===== src/rtl/ecc_pkg.sv =====
// Shared definitions for the scalar-multiplication sequencer and its point-unit bus.
package ecc_pkg;

  localparam int unsigned W = 4;

  localparam logic OP_DBL = 1'b0;
  localparam logic OP_ADD = 1'b1;

  typedef enum logic [2:0] {
    S_IDLE  = 3'd0,
    S_SCAN  = 3'd1,
    S_DBL   = 3'd2,
    S_DBL_W = 3'd3,
    S_ADD   = 3'd4,
    S_ADD_W = 3'd5,
    S_NEXT  = 3'd6,
    S_FIN   = 3'd7
  } state_e;

endpackage


===== src/rtl/ecc_scalar_seq_if.sv =====
// Command/result bus between the scalar sequencer (master) and the external point unit (slave).
interface ecc_scalar_seq_if;
  import ecc_pkg::*;

  logic           pu_start;
  logic           pu_op;
  logic [2*W-1:0] pu_cfg;
  logic [2*W-1:0] pu_q;
  logic [2*W-1:0] pu_p;
  logic           pu_done;
  logic           pu_inf;
  logic [2*W-1:0] pu_r;

  modport master (
    output pu_start, pu_op, pu_cfg, pu_q, pu_p,
    input  pu_done, pu_inf, pu_r
  );

  modport slave (
    input  pu_start, pu_op, pu_cfg, pu_q, pu_p,
    output pu_done, pu_inf, pu_r
  );

endinterface


===== src/rtl/ecc_scalar_seq.sv =====
// MSB-first double-and-add sequencer for k*P; all field arithmetic lives in the external point unit.
module ecc_scalar_seq
  import ecc_pkg::*;
(
  input  logic          i_clk,
  input  logic          i_rst,
  input  logic          i_start,
  input  logic [W-1:0]  a,
  input  logic [W-1:0]  prime,
  input  logic [W-1:0]  Px,
  input  logic [W-1:0]  Py,
  input  logic [W-1:0]  k,
  output logic [W-1:0]  kPx,
  output logic [W-1:0]  kPy,
  output logic          kP_inf,
  output logic          done,
  output logic          busy,
  ecc_scalar_seq_if.master pu
);

  state_e       state_q, state_d;
  logic [W-1:0] a_q, a_d, prime_q, prime_d;
  logic [W-1:0] px_q, px_d, py_q, py_d, k_q, k_d;
  logic [W-1:0] qx_q, qx_d, qy_q, qy_d;
  logic         qinf_q, qinf_d;
  logic [1:0]   idx_q, idx_d;
  logic [W-1:0] kpx_q, kpx_d, kpy_q, kpy_d;
  logic         kpinf_q, kpinf_d;
  logic         done_q, done_d, busy_q, busy_d;
  logic         pu_start_q, pu_start_d, pu_op_q, pu_op_d;
  logic         fin_go;

  always_comb begin
    state_d    = state_q;
    a_d        = a_q;
    prime_d    = prime_q;
    px_d       = px_q;
    py_d       = py_q;
    k_d        = k_q;
    qx_d       = qx_q;
    qy_d       = qy_q;
    qinf_d     = qinf_q;
    idx_d      = idx_q;
    kpx_d      = kpx_q;
    kpy_d      = kpy_q;
    kpinf_d    = kpinf_q;
    done_d     = 1'b0;
    busy_d     = busy_q;
    pu_start_d = 1'b0;
    pu_op_d    = pu_op_q;
    fin_go     = 1'b0;

    unique case (state_q)
      S_IDLE: begin
        if (i_start) begin
          a_d     = a;
          prime_d = prime;
          px_d    = Px;
          py_d    = Py;
          k_d     = k;
          qx_d    = '0;
          qy_d    = '0;
          qinf_d  = 1'b1;
          idx_d   = 2'd3;
          busy_d  = 1'b1;
          state_d = S_SCAN;
        end
      end
      S_SCAN: begin
        if (!qinf_q && qy_q != '0) begin
          state_d = S_DBL;
        end else begin
          qinf_d = 1'b1;
          // A skipped double with a clear bit folds NEXT into this cycle so k = 0 finishes quickly.
          if (k_q[idx_q])          state_d = S_ADD;
          else if (idx_q == 2'd0)  fin_go  = 1'b1;
          else                     idx_d   = idx_q - 2'd1;
        end
      end
      S_DBL: begin
        pu_start_d = 1'b1;
        pu_op_d    = OP_DBL;
        state_d    = S_DBL_W;
      end
      S_DBL_W: begin
        if (pu.pu_done) begin
          qx_d    = pu.pu_r[2*W-1:W];
          qy_d    = pu.pu_r[W-1:0];
          qinf_d  = pu.pu_inf;
          state_d = k_q[idx_q] ? S_ADD : S_NEXT;
        end
      end
      S_ADD: begin
        if (qinf_q) begin
          qx_d    = px_q;
          qy_d    = py_q;
          qinf_d  = 1'b0;
          state_d = S_NEXT;
        end else if (qx_q == px_q && qy_q != py_q) begin
          qinf_d  = 1'b1;
          state_d = S_NEXT;
        end else begin
          pu_start_d = 1'b1;
          pu_op_d    = (qx_q == px_q) ? OP_DBL : OP_ADD;
          state_d    = S_ADD_W;
        end
      end
      S_ADD_W: begin
        if (pu.pu_done) begin
          qx_d    = pu.pu_r[2*W-1:W];
          qy_d    = pu.pu_r[W-1:0];
          qinf_d  = pu.pu_inf;
          state_d = S_NEXT;
        end
      end
      S_NEXT: begin
        if (idx_q == 2'd0) begin
          fin_go = 1'b1;
        end else begin
          idx_d   = idx_q - 2'd1;
          state_d = S_SCAN;
        end
      end
      S_FIN: begin
        busy_d  = 1'b0;
        state_d = S_IDLE;
      end
      default: state_d = S_IDLE;
    endcase

    // The result registers load on entry to FIN, so done and the result appear together in FIN.
    if (fin_go) begin
      state_d = S_FIN;
      done_d  = 1'b1;
      kpinf_d = qinf_d;
      kpx_d   = qinf_d ? '0 : qx_d;
      kpy_d   = qinf_d ? '0 : qy_d;
    end
  end

  always_ff @(posedge i_clk or posedge i_rst) begin
    if (i_rst) begin
      state_q    <= S_IDLE;
      a_q        <= '0;
      prime_q    <= '0;
      px_q       <= '0;
      py_q       <= '0;
      k_q        <= '0;
      qx_q       <= '0;
      qy_q       <= '0;
      qinf_q     <= 1'b0;
      idx_q      <= '0;
      kpx_q      <= '0;
      kpy_q      <= '0;
      kpinf_q    <= 1'b0;
      done_q     <= 1'b0;
      busy_q     <= 1'b0;
      pu_start_q <= 1'b0;
      pu_op_q    <= 1'b0;
    end else begin
      state_q    <= state_d;
      a_q        <= a_d;
      prime_q    <= prime_d;
      px_q       <= px_d;
      py_q       <= py_d;
      k_q        <= k_d;
      qx_q       <= qx_d;
      qy_q       <= qy_d;
      qinf_q     <= qinf_d;
      idx_q      <= idx_d;
      kpx_q      <= kpx_d;
      kpy_q      <= kpy_d;
      kpinf_q    <= kpinf_d;
      done_q     <= done_d;
      busy_q     <= busy_d;
      pu_start_q <= pu_start_d;
      pu_op_q    <= pu_op_d;
    end
  end

  assign kPx         = kpx_q;
  assign kPy         = kpy_q;
  assign kP_inf      = kpinf_q;
  assign done        = done_q;
  assign busy        = busy_q;
  assign pu.pu_start = pu_start_q;
  assign pu.pu_op    = pu_op_q;
  assign pu.pu_cfg   = {a_q, prime_q};
  assign pu.pu_q     = {qx_q, qy_q};
  assign pu.pu_p     = {px_q, py_q};

endmodule


===== src/flat_wrapper.sv =====
// flat-port wrapper written by rule: the top's interface ports become plain ports
module ecc_scalar_seq_flat import ecc_pkg::*;
  (i_clk, i_rst, i_start, a, prime, Px, Py, k, kPx, kPy, kP_inf, done, busy, pu_pu_start, pu_pu_op, pu_pu_cfg, pu_pu_q, pu_pu_p, pu_pu_done, pu_pu_inf, pu_pu_r);
  ecc_scalar_seq_if pu_i ();
  input  logic i_clk;
  input  logic i_rst;
  input  logic i_start;
  input  logic [W-1:0] a;
  input  logic [W-1:0] prime;
  input  logic [W-1:0] Px;
  input  logic [W-1:0] Py;
  input  logic [W-1:0] k;
  output logic [W-1:0] kPx;
  output logic [W-1:0] kPy;
  output logic kP_inf;
  output logic done;
  output logic busy;
  output wire logic [$bits(pu_i.pu_start)-1:0] pu_pu_start;
  output wire logic [$bits(pu_i.pu_op)-1:0] pu_pu_op;
  output wire logic [$bits(pu_i.pu_cfg)-1:0] pu_pu_cfg;
  output wire logic [$bits(pu_i.pu_q)-1:0] pu_pu_q;
  output wire logic [$bits(pu_i.pu_p)-1:0] pu_pu_p;
  input wire logic [$bits(pu_i.pu_done)-1:0] pu_pu_done;
  input wire logic [$bits(pu_i.pu_inf)-1:0] pu_pu_inf;
  input wire logic [$bits(pu_i.pu_r)-1:0] pu_pu_r;
  assign pu_pu_start = pu_i.pu_start;
  assign pu_pu_op = pu_i.pu_op;
  assign pu_pu_cfg = pu_i.pu_cfg;
  assign pu_pu_q = pu_i.pu_q;
  assign pu_pu_p = pu_i.pu_p;
  assign pu_i.pu_done = pu_pu_done;
  assign pu_i.pu_inf = pu_pu_inf;
  assign pu_i.pu_r = pu_pu_r;
  ecc_scalar_seq u_core (.i_clk(i_clk), .i_rst(i_rst), .i_start(i_start), .a(a), .prime(prime), .Px(Px), .Py(Py), .k(k), .kPx(kPx), .kPy(kPy), .kP_inf(kP_inf), .done(done), .busy(busy), .pu(pu_i));
endmodule

===== config.mk =====
export PLATFORM = sky130hd
export DESIGN_NAME = ecc_scalar_seq_flat
export DESIGN_NICKNAME = d
export VERILOG_FILES = /design/src/rtl/ecc_pkg.sv /design/src/rtl/ecc_scalar_seq_if.sv /design/src/rtl/ecc_scalar_seq.sv /design/src/flat_wrapper.sv
export SDC_FILE = /design/constraint.sdc
export NUM_CORES = 1
export LEC_CHECK = 0
export ABC_AREA = 1
export ABC_CLOCK_PERIOD_IN_PS = 2300
export CORE_MARGIN = 4
export CORE_UTILIZATION = 40
export CTS_CLUSTER_DIAMETER = 200
export DETAILED_ROUTE_END_ITERATION = 7
export PLACE_DENSITY_LB_ADDON = 0.25
export SKIP_LAST_GASP = 1
export SYNTH_ARGS = -nofsm -noshare
export SYNTH_HDL_FRONTEND = slang
export SYNTH_SLANG_ARGS = --single-unit

===== constraint.sdc =====
create_clock -name i_clk -period 2.3 [get_ports i_clk]
set_clock_uncertainty 0.15 [all_clocks]
set_input_delay 0.575 -clock i_clk [delete_from_list [all_inputs] [get_ports i_clk]]
set_output_delay 0.575 -clock i_clk [all_outputs]
set_load 0.005 [all_outputs]

==> reports/qor.csv <==
stage;metric;value;unit
timing;tightest_slew;0.791;ns
floorplan;die_h;88.4;um
route;avgViaCountPerCell;4.74;
synthesis;syn_nets;383;
synthesis;synth_compound_area_share;6.64;%
synthesis;synthFlopType;dfrtp_1;
power_and_ir_drop;powerDensity;1310;nW/um2
route;drt_pass1_iterations;4;
synthesis;synth_most_common_cell;nand2_1;
critical_path;crit_required;2.40;ns
synthesis;synth_fa_ha_area_share;0.484;%
timing;setup_viol;0;
timing;whs;0.332;ns
timing;slew_violations;0;
synthesis;synth-xor-area-share;1.02;%
global_route;gr-total-overflow;0;
route;wire_per_inst;13.1;um
route;drc_errors;0;
flow_run;max_cap_violations;0;
critical_path;startpoint_type;flop;
critical_path;cp_max_fo;11;
floorplan;initial_utilization;40.9;%
critical_path;cpMostUsedCell;nand2_1;
layout;layout.nets;454;
layout;fin_cells;498;
run_status;outcome;finished, final reports clean;
place;hpwl;4920;um
clocking;clk_pin_slew_worst_paths;0.10;ns
global_route;grt_pass1_vias;2350;
power_and_ir_drop;p_leak;1.75;nW
critical_path;reg2reg_slack;0.25;ns
timing;min_period;2.05;ns
timing;rsz0062_at_grt;false;
global_route;antenna_found_initial;0;
clocking;cts_tree;done;
clocking;clock_path_buffers;2;
clocking;holdBufCountCts;0;
clocking;ctsHtreeMaxLevel;2;
global_route;grt_pass1_wl;11000;um
timing;hold_viol_final;0;
synthesis;synth_edf_count;0;
floorplan;core_area;6310;um2
critical_path;r2r.worst_path.cells;10;
synthesis;seq_area_frac_synth;45.5;%
floorplan;row_count;29;
critical_path;critical_path_class;reg2reg;
clocking;cts_made_buffers;5;
route;finalWirelength;6510;um
timing;setup_tns;0;ns
synthesis;ys_warn_count;0;
critical_path;critPathSlowestCell;nor2_1;
floorplan;die_area;7810;um2
synthesis;avgSynthCellArea;7.40;um2
timing;fin_ws;0.251;ns
synthesis;synth_top_cell_area_share;45.5;%
synthesis;postSynthCellCount;349;
global_route;grt_max_degree;48;
hold_path;worstHoldPathCells;2;
synthesis;yosys_register_bits;47;
power_and_ir_drop;ir_drop;0.600;mV
route;vias;2359;
clocking;cts-root-buf;clkbuf_8;
floorplan;ios;70;
synthesis;synth_commonest_cells;nand2_1 (146), dfrtp_1 (47), inv_1 (42);
critical_path;cp_cell_sequence;nand2_1, nor2_1, nand2_1, nand2_1, inv_1, nand2_1, nand2_1, inv_1, nand2_1, nand2_1;
synthesis;synth_mux_area_share;6.54;%
critical_path;cp_data_arrival_time;2.15;ns
route;antenna_left;0;
synthesis;synth_cell_type_count;26;
layout;utilization;54.8;%
critical_path;endpoint_kind;flop;
layout;layout-drive-gt1-share;8.31;%
synthesis;synth-simple-area-share;30.9;%
clocking;clk_latency;0.31;ns
place;dp_slack;0.138;ns
route;initialDrtViolationCount;103;
place;portBuffers;69;
floorplan;die-width;88.4;um
synthesis;yosys.area.top_type;dfrtp_1;
power_and_ir_drop;power.total;4.54;mW
place;place_inst;490;
clocking;cts_setup_buffers;0;
global_route;grtUsageTotal;18.2;%
layout;diodes;0;
synthesis;synth_top_family_by_area;simple AND/OR/NAND/NOR gates;
critical_path;slowest_delay;0.62;ns
clocking;cts.sinks;47;
synthesis;synthTopCellsByArea;dfrtp_1 (46%), nand2_1 (21%), inv_1 (6.1%);
layout;final_cell_area;3460;um2
clocking;cts_resized;0;
timing;fin_crit_sh;89.1;%
timing;relSlewSlack;47.1;%
hold_path;hp-class;reg2reg;
layout;syn2layout_area_growth;33.9;%
place;dpl_cell_area;3370;um2
timing;timing.fmax;488;MHz
synthesis;ys_async_sr_fraction;100;%
place;gp_congestion;0.908;
synthesis;netlist_area;2580;um2
worst max-delay path, delay by kind of cell, from the launching register on:
kind	cells	cell delay, ns
AND/OR/NAND/NOR	8	1.24
flip-flops	1	0.51
buffers and inverters	2	0.10
area by class of cell:
class                   count  area (um2)
fillers                   617        2860
flip-flops and latches     47        1180
multi-input cells         248        1180
repair buffers             74         753
inverters                  44         165
well taps                  77        96.3
clock buffers               5        68.8
clock inverters             3        22.5
where the power goes:
group          switching [mW]  internal, mW
combinational            1.32          1.16
clock                   0.309         0.221
sequential              0.323          1.21
layout by cell type, fill, tap and decap left out:
master           instances
a21oi_1                  8
nor3_4                   1
nor3_1                   1
buf_4                    3
nand2_1                146
nand3_2                  1
inv_2                    3
mux2_2                  13
clkdlybuf4s50_1         69
inv_1                   41
a31oi_1                  1
and2_1                   1
nand4_1                  2
buf_12                   2
clkinv_2                 1
xnor2_1                  3
clkbuf_8                 5
nor2_1                  25
mux2_1                   2
o211ai_1                 2
o21ai_0                 21
nand2_4                  1
dfrtp_1                 47
o21ai_1                  1
ha_1                     1
nand3_1                 15
nand2_2                  3
inv_6                    2
sequential cells by signal (all words and copies together) (netlist names):
signal / flops
u_core.done: 1
u_core.kPy: 4
u_core.idx_q: 2
u_core.a_q: 4
u_core.px_q: 4
u_core.py_q: 4
u_core.state_q: 3
u_core.kPx: 4
u_core.pu.pu_op: 1
u_core.qinf_q: 1
u_core.busy: 1
u_core.pu.pu_start: 1
u_core.qx_q: 4
u_core.k_q: 4
u_core.kP_inf: 1
u_core.prime_q: 4
u_core.qy_q: 4
kinds of logic after synthesis:
kind of cell             count (synthesis)
AND/OR/NAND/NOR                        196
XOR/XNOR                                 3
AO/OA/AOI/OAI                           33
multiplexers                            15
adder cells (fa/ha/maj)                  1
buffers and inverters                   54
flip-flops                              47
worst paths after layout:
kind	end	startpoint
worst max-delay path	u_core.kPx[0]$_DFFE_PP0P_	u_core.state_q[2]$_DFFE_PP0P_
worst min-delay path	u_core.kP_inf$_DFFE_PP0P_	u_core.kP_inf$_DFFE_PP0P_
worst min register to register	u_core.kP_inf$_DFFE_PP0P_	u_core.kP_inf$_DFFE_PP0P_
min in group asynchronous	u_core.a_q[1]$_DFFE_PP0P_	i_rst
max in group asynchronous	u_core.state_q[2]$_DFFE_PP0P_	i_rst
worst max register to register	u_core.kPx[0]$_DFFE_PP0P_	u_core.state_q[2]$_DFFE_PP0P_
per-layer routing:
metal / vias to the layer above / part of all wire (%) / GRT usage (%)
met5: - / 0 / 0
met4: 0 / 1.1 / 4.53
met3: 7 / 7.0 / 6.05
met2: 56 / 48 / 30.2
met1: 1085 / 44 / 23.0
li1: 1211 / - / -
Note: power is estimated with default switching activity, not from simulation.
